--- src/rtl/mem_copy_dma.sv ---
// Word-by-word memory copy engine: one-cycle-latency source reads, ready-gated destination writes.
// Define MEM_COPY_CHECKSUM_EN to add a running checksum of accepted destination words.
module mem_copy_dma #(
    parameter int unsigned       DATA_W     = 32,
    parameter int unsigned       ADDR_W     = 32,
    parameter int unsigned       LEN_W      = 16,
    parameter bit                AUTO_START = 1'b1,
    parameter logic [ADDR_W-1:0] BOOT_SRC   = '0,
    parameter logic [ADDR_W-1:0] BOOT_DST   = '0,
    parameter int unsigned       BOOT_LEN   = 128
) (
    input  logic              clk,
    input  logic              rst_n,
    input  logic              start,
    input  logic [ADDR_W-1:0] src_base,
    input  logic [ADDR_W-1:0] dst_base,
    input  logic [LEN_W-1:0]  len,
    output logic              rd_en,
    output logic [ADDR_W-1:0] rd_addr,
    input  logic [DATA_W-1:0] rd_data,
    output logic              wr_en,
    output logic [ADDR_W-1:0] wr_addr,
    output logic [DATA_W-1:0] wr_data,
    input  logic              wr_ready,
    output logic              busy,
    output logic              done,
    output logic              mem_sel
`ifdef MEM_COPY_CHECKSUM_EN
    ,
    output logic [DATA_W-1:0] checksum
`endif
);

    localparam logic [ADDR_W-1:0] STEP = ADDR_W'(DATA_W / 8);

    typedef enum logic [1:0] {StIdle, StCopy, StDrain, StDone} state_e;

    state_e              state_q, state_d;
    logic                boot_q;
    logic [ADDR_W-1:0]   rd_addr_q, wr_addr_q;
    logic [LEN_W-1:0]    rd_left_q, wr_left_q;
    logic                rd_pend_q;
    logic                hb_valid_q, sk_valid_q;
    logic [DATA_W-1:0]   hb_data_q, sk_data_q;
    logic [ADDR_W-1:0]   hb_addr_q, sk_addr_q;

    logic                launch_boot, launch;
    logic [ADDR_W-1:0]   l_src, l_dst;
    logic [LEN_W-1:0]    l_len;
    logic                rd_fire, wr_fire;

    always_comb begin
        launch_boot = (state_q == StIdle) && boot_q;
        launch      = launch_boot || (start && (state_q == StIdle || state_q == StDone));
        l_src       = launch_boot ? BOOT_SRC : src_base;
        l_dst       = launch_boot ? BOOT_DST : dst_base;
        l_len       = launch_boot ? LEN_W'(BOOT_LEN) : len;
        wr_fire     = hb_valid_q && wr_ready;
        // A read is only issued when its data is guaranteed a slot (buffer or skid) next cycle.
        rd_fire     = (state_q == StCopy) && (rd_left_q != '0) && wr_ready && !sk_valid_q;
    end

    always_comb begin
        state_d = state_q;
        unique case (state_q)
            StIdle, StDone: begin
                if (launch) state_d = (l_len == '0) ? StDone : StCopy;
            end
            StCopy: begin
                if (rd_fire && rd_left_q == LEN_W'(1)) state_d = StDrain;
            end
            StDrain: begin
                if (wr_fire && wr_left_q == LEN_W'(1)) state_d = StDone;
            end
            default: state_d = StIdle;
        endcase
    end

    always_ff @(posedge clk or negedge rst_n) begin
        if (!rst_n) begin
            state_q <= StIdle;
        end else begin
            state_q <= state_d;
        end
    end

    always_ff @(posedge clk or negedge rst_n) begin
        if (!rst_n) begin
            boot_q     <= AUTO_START;
            rd_addr_q  <= '0;
            wr_addr_q  <= '0;
            rd_left_q  <= '0;
            wr_left_q  <= '0;
            rd_pend_q  <= 1'b0;
            hb_valid_q <= 1'b0;
            hb_data_q  <= '0;
            hb_addr_q  <= '0;
            sk_valid_q <= 1'b0;
            sk_data_q  <= '0;
            sk_addr_q  <= '0;
        end else if (launch) begin
            boot_q     <= 1'b0;
            rd_addr_q  <= l_src;
            wr_addr_q  <= l_dst;
            rd_left_q  <= l_len;
            wr_left_q  <= l_len;
            rd_pend_q  <= 1'b0;
            hb_valid_q <= 1'b0;
            sk_valid_q <= 1'b0;
        end else begin
            rd_pend_q <= rd_fire;
            if (rd_fire) begin
                rd_addr_q <= rd_addr_q + STEP;
                rd_left_q <= rd_left_q - LEN_W'(1);
            end
            if (wr_fire) wr_left_q <= wr_left_q - LEN_W'(1);
            // Skid slot refills the buffer first; returning read data lands wherever there is room.
            if (sk_valid_q) begin
                if (wr_fire) begin
                    hb_data_q  <= sk_data_q;
                    hb_addr_q  <= sk_addr_q;
                    sk_valid_q <= 1'b0;
                end
            end else if (rd_pend_q) begin
                if (!hb_valid_q || wr_fire) begin
                    hb_valid_q <= 1'b1;
                    hb_data_q  <= rd_data;
                    hb_addr_q  <= wr_addr_q;
                end else begin
                    sk_valid_q <= 1'b1;
                    sk_data_q  <= rd_data;
                    sk_addr_q  <= wr_addr_q;
                end
                wr_addr_q <= wr_addr_q + STEP;
            end else if (wr_fire) begin
                hb_valid_q <= 1'b0;
            end
        end
    end

`ifdef MEM_COPY_CHECKSUM_EN
    logic [DATA_W-1:0] checksum_q;

    always_ff @(posedge clk or negedge rst_n) begin
        if (!rst_n) begin
            checksum_q <= '0;
        end else if (launch) begin
            checksum_q <= '0;
        end else if (wr_fire) begin
            checksum_q <= checksum_q + hb_data_q;
        end
    end

    assign checksum = checksum_q;
`endif

    assign rd_en   = rd_fire;
    assign rd_addr = rd_addr_q;
    assign wr_en   = hb_valid_q;
    assign wr_addr = hb_addr_q;
    assign wr_data = hb_data_q;
    assign busy    = (state_q == StCopy) || (state_q == StDrain);
    assign done    = (state_q == StDone);
    assign mem_sel = (state_q == StDone);

endmodule

--- config.mk ---
export PLATFORM = sky130hd
export DESIGN_NAME = mem_copy_dma
export DESIGN_NICKNAME = d
export VERILOG_FILES = /design/src/rtl/mem_copy_dma.sv
export SDC_FILE = /design/constraint.sdc
export NUM_CORES = 1
export LEC_CHECK = 0
export ABC_CLOCK_PERIOD_IN_PS = 2200
export CORE_AREA = 2 2 158 160
export DETAILED_ROUTE_END_ITERATION = 8
export DIE_AREA = 0 0 160 162
export GPL_TIMING_DRIVEN = 0
export PLACE_DENSITY_LB_ADDON = 0.1
export SLEW_MARGIN = 15
export SYNTH_ARGS = -nofsm -noshare
export SYNTH_HDL_FRONTEND = slang
export SYNTH_SLANG_ARGS = --single-unit
--- constraint.sdc ---
create_clock -name clk -period 2.2 [get_ports clk]
set_input_delay 0.66 -clock clk [delete_from_list [all_inputs] [get_ports clk]]
set_output_delay 0.66 -clock clk [all_outputs]
set_load 0.1 [all_outputs]
==> metrics.md, run 1 <==
| Metric | Value |
|---|---|
| Flop2flop setup slack | -0.02 ns |
| Main synth FF type | dfrtp_1 |
| First-pass GRT wire length | 52300 microns |
| Multiplexer share of the synthesized area | 12.2% |
| Final hold vios | 0 |
| Skew final | 0.0143 ns |
| Status | finished with violations |
| Worst Max-Slew Pin Slew | 0.831 ns |
| Starting Density | 46.4% |
| Port Buffers | 216 |
| Nets | 1484 |
| Max_slew headroom | 44.6% |
| FP Rows | 57 |
| Clock transition at path regs | 0.06 ns |
| Fin crit period | 2.59 ns |
| Vias in the first global route | 9660 |
| Multi-input gate area | 5370 sq um |
| Initial antenna violation count | 3 |
| Dpl ws | -1.45 ns |
| 1st-iter DRT viols | 570 |
| Max Freq | 386 MHz |
| Cell Chain, Critical Path | inv_2 > ha_4 > nor4b_4 > nand4_1 > nand2_4 > clkinv_8 > buf_12 |
| Crit share post-route | 118% |
| CTS H-tree lvls | 1 |
| CP peak stage delay | 0.39 ns |
| Layout cell share with drive strength beyond 1 | 26.1% |
| Die width | 160 microns |
| Final critical-path setup slack | -0.391 ns |
| Vias per cell | 5.62 |
| Startpoint Class | flop |
| Netlist cell types | 56 |
| Largest family of logic cells by synthesized area | simple AND/OR/NAND/NOR gates |
| Crit-path max FO | 2 |
| Worst setup path class | flop to output port |
| Post-Synth Simple-Gate Area | 14.4% |
| ANT nets after route | 0 |
| DRT Pass-1 Iters | 5 |
| Syn_area_per_cell | 10.3 sq um |
| Tot GR Track Use | 25.2% |
| CP bufs+invs | 3 |
| CORE AREA | 24100 sq um |
| Max cap viols | 0 |
| Post-synthesis adder-cell area fraction | 1.23% |
| Seq/Total Area, Yosys | 51.4% |
| Hold WC Path Type | input pin to async pin |
| CTS tree | done |
| Req. time, crit path | 1.54 ns |
| Post-synth EDFFs | 0 |
| Slew Limit Fails | 0 |
| HPWL after DPL | 23100 microns |
| CP max-delay cell | dfrtp_1 |
| Complex-gate fraction of the synthesized area | 12.5% |
| CTS buffer count | 27 |
| Synthesis-stage register bit count | 230 |
| Root buf cell | clkbuf_16 |
| Failing checks | negative setup slack |
| Crit path arrival time | 1.93 ns |
| Top delay family on crit path | simple AND/OR/NAND/NOR gates |
| Ys Warns | 0 |
| Instance count of the mapped netlist | 1084 |
| Asr flop ratio synth | 100% |
| Largest net degree at the start of global routing | 97 |
| Area Overhead vs Synth | 38.4% |
| Post-synthesis xor/xnor area fraction | 5.32% |
| IO Count | 217 |
| Reg area | 5830 sq um |
| Syn nets | 1211 |
| DR DRC count | 0 |
| Routed WL | 32800 microns |
| GP Congestion | 0.888 |
| WL/cell | 19.2 microns |
| Clock buffer depth | 3 |
| Synth Cell Area | 11200 sq um |
| Clock Latency Late Sink | 0.53 ns |
| Final setup vio count | 3 |
| Die Y | 162 microns |
| Grt ovf | 0 |
| CP Capture Type | output port |
| Die footprint | 25900 sq um |
| Clk sinks | 230 |
| RSZ-0062 raised after global routing | true |
| Via Count | 9573 |
| # fillers | 2042 |
## cell usage after synthesis, types with 29 or more instances
cell        n  area [sq um]
a21oi_1   149           746
dfrtp_1   229          5730
o21ai_0    74           370
nand2_1    48           180
nand3_1    30           150
xnor2_1    43           377
nor4_1     29           181
nor2_1     87           327
mux2_2     63           709
mux2i_1    66           661
clkbuf_1   54           203
nor3_1     30           150
## layout make-up
cell class / count / share of cell area [%]
diodes: 3 / 0.0485
multi-input cells: 774 / 34.7
repair buffers: 246 / 16.1
plain buffers: 67 / 2.72
well taps: 324 / 2.62
flip-flops and latches: 230 / 37.6
clock buffers: 35 / 4.94
clock inverters: 13 / 0.921
inverters: 11 / 0.347
## path summary, 6_finish.rpt
kind	startpoint	endpoint	cells after the start
max	rd_left_q[1]	rd_en	7
min	rst_n	wr_data[20]	1
max reg2reg	rd_left_q[5]	rd_left_q[13]	8
min reg2reg	sk_addr_q[7]	sk_addr_q[7]	2
max in group asynchronous	rst_n	rd_addr[3]	3
min in group clk	sk_addr_q[7]	sk_addr_q[7]	2
## flip-flops by register name, indices dropped and copies added, names as in the netlist
name,cells
sk_valid_q,1
state_q,2
boot_q,1
wr_en,1
rd_pend_q,1
wr_data,32
rd_addr,32
wr_left_q,16
wr_addr_q,32
sk_addr_q,32
rd_left_q,16
wr_addr,32
sk_data_q,32
## logic make-up after synthesis
| family | Yosys count |
|---|---|
| xor+xnor | 68 |
| buf+inv | 80 |
| flops | 230 |
| simple gates | 307 |
| compound gates | 259 |
| fa+ha+maj | 11 |
| mux | 129 |
## cells in the final DEF, fill, tap and decap left out, types with 43 or more instances in the layout
cell type | Yosys | final
mux2_2 | 63 | 63
nor2_1 | 87 | 85
a21oi_1 | 149 | 149
nand2_1 | 48 | 45
clkdlybuf4s15_2 | 0 | 74
o21ai_0 | 74 | 71
dfrtp_1 | 229 | 203
mux2i_1 | 66 | 66
clkdlybuf4s50_1 | 0 | 113
xnor2_1 | 43 | 43
## metal layers
layer	wire length (microns)	vias up	GRT usage, %
met5	0	-	0
met4	722	0	7.94
met3	2130	54	4.55
met2	15500	333	41.1
met1	14400	4696	34.5
li1	-	4490	-
## metrics by stage
| step | std cells | utilization [%] | TNS (ns) | hold slack (ns) | cell area (sq um) |
|---|---|---|---|---|---|
| 2_1_floorplan | 1084 | - | -3.54 | 0.364 | 11300 |
| 3_3_place_gp | 1624 | 57.6 | -2396.68 | 0.462 | 13900 |
| 3_5_place_dp | 1626 | 57.9 | -155.54 | 0.480 | 14000 |
| 4_1_cts | 1693 | 63.6 | -0.411 | 0.0863 | 15300 |
| 5_1_grt | 1701 | 64.3 | -1.61 | 0.101 | 15500 |
| 6_report | 1703 | 64.3 | -0.501 | 0.0758 | 15500 |
## timing repair
action,CTS,global route
pin swaps,15,11
setup endpoints to repair,324,206
hold buffers,0,0
gates resized for setup,411,92
endpoints found under the hold margin,0,0
buffers inserted,25,8
Power of run 1 is not shown: default switching activity piles up to over one toggle a cycle in this logic, so the estimate is an artifact.
==> inputs of run 2 (changes only) <==
--- a/config.mk
+++ b/config.mk
@@ -6,11 +6,13 @@
 export NUM_CORES = 1
 export LEC_CHECK = 0
 export ABC_CLOCK_PERIOD_IN_PS = 2200
+export CAP_MARGIN = 10
 export CORE_AREA = 2 2 158 160
 export DETAILED_ROUTE_END_ITERATION = 8
 export DIE_AREA = 0 0 160 162
 export GPL_TIMING_DRIVEN = 0
 export PLACE_DENSITY_LB_ADDON = 0.1
+export SETUP_SLACK_MARGIN = 0.2
 export SLEW_MARGIN = 15
 export SYNTH_ARGS = -nofsm -noshare
 export SYNTH_HDL_FRONTEND = slang
==> run 2 against run 1 <==
Effect of this change: the run still ends with negative setup slack left; final area grew 14%; routed wire length rose by 12%; sequential share of layout area fell by 4.5 points; via count increased by 5.7%; flip-flop and latch count unchanged; global-route usage barely moved; die area unchanged; worst setup slack got worse by 0.080 ns; utilization grew 8.8 points.
==> metrics.md, run 2 (synthesized netlist as in run 1, its figures left out) <==
| Metric | Value |
|---|---|
| Tot GR Track Use | 25.2% (about the same) |
| Initial antenna violation count | 0 (was 3) |
| Vias in the first global route | 9837 (was 9660) |
| Slew Limit Fails | 0 (unchanged) |
| Crit path arrival time | 2.01 ns (was 1.93 ns) |
| DR DRC count | 0 (unchanged) |
| Clock buffer depth | 3 (unchanged) |
| Startpoint Class | flop (unchanged) |
| Clock Latency Late Sink | 0.54 ns (was 0.53 ns) |
| WL/cell | 20.9 microns (was 19.2 microns) |
| FP Rows | 57 (unchanged) |
| Busiest layer in global routing | met2 (unchanged) |
| CORE AREA | 24100 sq um (unchanged) |
| Crit share post-route | 121% (was 118%) |
| Port Buffers | 216 (unchanged) |
| Worst Max-Slew Pin Slew | 0.734 ns (was 0.831 ns) |
| Finished Layout Cells | 1761 (was 1703) |
| Hold WC Path Type | input pin to async pin (unchanged) |
| Clk sinks | 230 (unchanged) |
| IO Count | 217 (unchanged) |
| Fin crit period | 2.67 ns (was 2.59 ns) |
| Largest net degree at the start of global routing | 88 (was 97) |
| Post-CTS Hold Buffers | 0 (unchanged) |
| Via Count | 10100 (was 9573) |
| FF-to-FF End | wr_addr[20] (was rd_left_q[13]) |
| Ant diodes | 0 (was 3) |
| CP peak stage delay | 0.42 ns (was 0.39 ns) |
| CTS buffer count | 25 (was 27) |
| Vias per cell | 5.75 (was 5.62) |
| DRT Pass-1 Iters | 5 (unchanged) |
| Dpl cell area | 14100 sq um (was 14000 sq um) |
| Routed WL | 36800 microns (was 32800 microns) |
| Starting Density | 46.4% (unchanged) |
| First-pass GRT wire length | 52400 microns (was 52300 microns) |
| Grt met1 use | 32.9% (was 34.5%) |
| Failing checks | negative setup slack (unchanged) |
| Nets | 1551 (was 1484) |
| CTS H-tree lvls | 1 (unchanged) |
| Worst setup path class | flop to output port (unchanged) |
| Reg2Reg Launch Point | state_q[1] (was rd_left_q[5]) |
| Most common cell after layout, fill and taps aside | dfrtp_1 (unchanged) |
| HPWL after DPL | 22700 microns (was 23100 microns) |
| Max cap viols | 0 (unchanged) |
| FF-to-FF path depth | 12 (was 8) |
| Grt met2 use | 42.4% (was 41.1%) |
| Met3 Usage GRT | 5.29% (was 4.55%) |
| Skew final | 0.0149 ns (was 0.0143 ns) |
| Die width | 160 microns (unchanged) |
| Max Freq | 374 MHz (was 386 MHz) |
| Grt ovf | 0 (unchanged) |
| Req. time, crit path | 1.54 ns (about the same) |
| Final hold vios | 0 (unchanged) |
| Setup_tns | -0.689 ns (was -0.501 ns) |
| Status | finished with violations (unchanged) |
| Die Y | 162 microns (unchanged) |
| Hold_ws | 0.124 ns (was 0.0758 ns) |
| DP Cell Count | 1626 (unchanged) |
| RSZ-0062 raised after global routing | true (unchanged) |
| Root buf cell | clkbuf_16 (unchanged) |
| Final setup vio count | 12 (was 3) |
| CTS tree | done (unchanged) |
| GP Congestion | 0.893 (was 0.888) |
| Max_slew headroom | 51.0% (was 44.6%) |
| Area Overhead vs Synth | 57.4% (was 38.4%) |
| Final Instance Area | 17600 sq um (was 15500 sq um) |
| Die footprint | 25900 sq um (unchanged) |
| Flop2flop setup slack | -0.04 ns (was -0.02 ns) |
| Layout cell share with drive strength beyond 1 | 42.7% (was 26.1%) |
| Cell Chain, Critical Path | inv_2 > ha_4 > nor4b_4 > nand4_1 > nand2_4 > clkinv_8 > buf_12 (unchanged) |
| Final critical-path setup slack | -0.470 ns (was -0.391 ns) |
| Clock transition at path regs | 0.06 ns (about the same) |
| CP max-delay cell | dfrtp_2 (was dfrtp_1) |
| CP Capture Type | output port (unchanged) |
| Crit-path max FO | 2 (unchanged) |
| ANT nets after route | 0 (unchanged) |
| 1st-iter DRT viols | 683 (was 570) |
| Most frequent cells in the layout | 194 x dfrtp_1, 113 x clkdlybuf4s50_1, 85 x a21oi_1 (was 203 x dfrtp_1, 149 x a21oi_1, 113 x clkdlybuf4s50_1) |
## run 2: cell types whose count changed in the layout (fill, tap and decap cells not counted), moves of 45 or more
cell,before,now
a21oi_2,0,63
a21oi_1,149,85
nor2_1,85,27
clkdlybuf4s15_2,74,0
nor2_4,1,50
buf_4,36,81
## run 2: routing by layer
| layer | vias up | wire (microns) |
|---|---|---|
| li1 | 4604 | - |
| met2 | 389 | 18200 |
| met3 | 87 | 2500 |
| met5 | - | 0 |
| met4 | 0 | 1010 |
| met1 | 5038 | 15100 |
## run 2: how the worst max path moves through the flow
stage / cells past startpoint / startpoint / end
floorplan: 6 / rd_addr[8] / rd_addr[29]
global placement: 1 / rst_n / rd_addr[10]
detailed placement: 5 / wr_ready / rd_en
CTS: 7 / rd_left_q[0] / rd_en
global route: 5 / rd_left_q[2] / rd_en
finish: 7 / rd_left_q[0] / rd_en
## run 2: critical path, delay by kind of cell, from the launching register on
| kind | cells | cell delay [ns] |
|---|---|---|
| flip-flops | 1 | 0.42 |
| adder cells (fa/ha/maj) | 1 | 0.13 |
| buffers and inverters | 3 | 0.31 |
| AND/OR/NAND/NOR | 3 | 0.62 |
## run 2: cell type report
cell class,instances,area (sq um)
clock buffers,36,697
well taps,324,405
inverters,11,58.8
clock inverters,4,23.8
multi-input cells,774,6630
flip-flops and latches,230,5840
repair buffers,313,3180
fillers,1722,6480
plain buffers,69,785
## run 2: repair_timing
action	in CTS	in global routing
pin swaps	16	55
buffers inserted	26	49
setup endpoints to repair	329	224
cloned	0	20
hold endpoints to repair	0	0
resized for setup	649	532
## run 2: per-stage QoR
stage          util, %  setup slack, ns
2_1_floorplan        -          -0.0246
3_3_place_gp      58.1           -11.26
3_5_place_dp      58.4            -1.40
4_1_cts           62.0           -0.451
5_1_grt           73.1           -0.492
6_report          73.1           -0.470
Power of run 2 is left out for the same reason.
==> inputs of run 3 (changes only) <==
--- a/config.mk
+++ b/config.mk
@@ -12,6 +12,7 @@
 export DIE_AREA = 0 0 160 162
 export GPL_TIMING_DRIVEN = 0
 export PLACE_DENSITY_LB_ADDON = 0.1
+export RECOVER_POWER = 25
 export SETUP_SLACK_MARGIN = 0.2
 export SLEW_MARGIN = 15
 export SYNTH_ARGS = -nofsm -noshare
==> run 3 against run 2 <==
Effect of this change: the run still ends with negative setup slack left; die area stayed put; flip-flop and latch count unchanged; sequential share of layout area hardly changed; worst setup slack improved by 0.020 ns; fmax increased by 0.76%; global-route usage did not move; first-iteration DRC count is 0.88% lower; final area fell by 0.13%; highest routed layer unchanged.
==> metrics.md, run 3 (synthesized netlist as in run 1, its figures left out) <==
| Metric | Value |
|---|---|
| Most frequent cells in the layout | 194 x dfrtp_1, 113 x clkdlybuf4s50_1, 85 x a21oi_1 (unchanged) |
| Clk sinks | 230 (unchanged) |
| CTS buffer count | 25 (unchanged) |
| First-pass GRT wire length | 52400 microns (unchanged) |
| Die footprint | 25900 sq um (unchanged) |
| Port Buffers | 216 (unchanged) |
| Setup_tns | -0.694 ns (was -0.689 ns) |
| 1st-iter DRT viols | 677 (was 683) |
| Via Count | 10100 (about the same) |
| HPWL after DPL | 22700 microns (unchanged) |
| Final hold vios | 0 (unchanged) |
| WL/cell | 20.9 microns (about the same) |
| Ant diodes | 0 (unchanged) |
| CP max-delay cell | dfrtp_2 (unchanged) |
| Max_slew headroom | 15.8% (was 51.0%) |
| Skew final | 0.0160 ns (was 0.0149 ns) |
| # fillers | 1727 (was 1722) |
| Worst setup path class | flop to output port (unchanged) |
| Nets | 1551 (unchanged) |
| Die width | 160 microns (unchanged) |
| Largest net degree at the start of global routing | 88 (unchanged) |
| Failing checks | negative setup slack (unchanged) |
| Starting Density | 46.4% (unchanged) |
| Dpl cell area | 14100 sq um (unchanged) |
| CP peak stage delay | 0.42 ns (about the same) |
| Grt ovf | 0 (unchanged) |
| RSZ-0062 raised after global routing | true (unchanged) |
| Crit share post-route | 120% (was 121%) |
| Tot GR Track Use | 25.2% (unchanged) |
| FP Rows | 57 (unchanged) |
| CTS H-tree lvls | 1 (unchanged) |
| Hold WC Path Type | input pin to async pin (unchanged) |
| Routed WL | 36700 microns (was 36800 microns) |
| Clock Latency Late Sink | 0.53 ns (was 0.54 ns) |
| Status | finished with violations (unchanged) |
| CP Capture Type | output port (unchanged) |
| Reg2Reg Launch Point | state_q[1] (unchanged) |
| Final critical-path setup slack | -0.450 ns (was -0.470 ns) |
| Final Instance Area | 17600 sq um (about the same) |
| Max Freq | 377 MHz (was 374 MHz) |
| DRT Pass-1 Iters | 7 (was 5) |
| Crit path arrival time | 1.99 ns (was 2.01 ns) |
| Hold_ws | 0.398 ns (was 0.124 ns) |
| FF-to-FF path depth | 12 (unchanged) |
| Clock buffer depth | 3 (unchanged) |
| Vias in the first global route | 9837 (unchanged) |
| Multi-input gate area | 6630 sq um (unchanged) |
| Busiest layer in global routing | met2 (unchanged) |
| Vias per cell | 5.76 (was 5.75) |
| DR DRC count | 0 (unchanged) |
| CORE AREA | 24100 sq um (unchanged) |
| Area Overhead vs Synth | 57.2% (was 57.4%) |
| Final setup vio count | 12 (unchanged) |
| Die Y | 162 microns (unchanged) |
| Most common cell after layout, fill and taps aside | dfrtp_1 (unchanged) |
| Met3 Usage GRT | 5.29% (unchanged) |
| CTS tree | done (unchanged) |
| Initial antenna violation count | 0 (unchanged) |
| ANT nets after route | 0 (unchanged) |
| Crit-path max FO | 2 (unchanged) |
| Reg area | 5840 sq um (unchanged) |
| Max cap viols | 0 (unchanged) |
| Req. time, crit path | 1.54 ns (about the same) |
| Fin crit period | 2.65 ns (was 2.67 ns) |
| GP Congestion | 0.893 (unchanged) |
| Worst Max-Slew Pin Slew | 1.26 ns (was 0.734 ns) |
| Clock transition at path regs | 0.06 ns (about the same) |
| Crit. Startpoint | rd_left_q[0] (unchanged) |
| Grt met1 use | 32.9% (unchanged) |
| Slew Limit Fails | 0 (unchanged) |
| Startpoint Class | flop (unchanged) |
| IO Count | 217 (unchanged) |
| Grt met2 use | 42.4% (unchanged) |
| Cell Chain, Critical Path | inv_2 > ha_4 > nor4b_4 > nand4_1 > nand2_4 > clkinv_8 > buf_12 (unchanged) |
| Root buf cell | clkbuf_16 (unchanged) |
| Layout cell share with drive strength beyond 1 | 42.7% (unchanged) |
-- run 3: cell count changes in the layout (fill, tap and decap cells not counted), sizes merged --
cell / previous run / this run
clkbuf: 115 / 116
buf: 189 / 188
-- run 3: final cells by class --
type / instances / area share [%]
Multi-Input combinational cell: 774 / 37.7
Sequential cell: 230 / 33.2
Timing Repair Buffer: 313 / 17.9
Buffer: 69 / 4.46
Clock buffer: 36 / 3.96
Tap cell: 324 / 2.30
Inverter: 11 / 0.334
Clock inverter: 4 / 0.135
-- run 3: worst max-delay path: cells and delay by family, from the launching register on --
family	cells	cell delay, ns
buffers and inverters	3	0.31
flip-flops	1	0.42
adder cells (fa/ha/maj)	1	0.13
AND/OR/NAND/NOR	3	0.59
-- run 3: final timing paths --
kind,to,slack (ns)
min in group clk,sk_addr_q[7],0.50
hold / removal,wr_data[23],0.40
max in group asynchronous,boot_q,0.12
hold reg to reg,sk_addr_q[7],0.50
setup / recovery,rd_en,-0.45
setup reg to reg,wr_addr[20],-0.04
-- run 3: stage by stage --
stage	util, %	setup slack (ns)	cells
final	73.0	-0.450	1761
after global routing	73.0	-0.492	1761
after CTS	62.0	-0.451	1692
after detailed placement	58.4	-1.40	1626
after global placement	58.1	-11.26	1624
after floorplan	-	-0.0246	1084
-- run 3: timing repair --
action	in CTS	in global routing
setup buffers	26	49
hold buffers	0	0
gates cloned	0	20
pin swaps	16	55
gates resized for setup	649	532
endpoints found under the setup margin	329	224
-- run 3: layer usage --
metal,up-vias,wire (microns)
li1,4608,-
met1,5086,15100
met2,358,18300
met3,85,2330
met4,0,1030
met5,-,0
Power of run 3 is left out for the same reason.
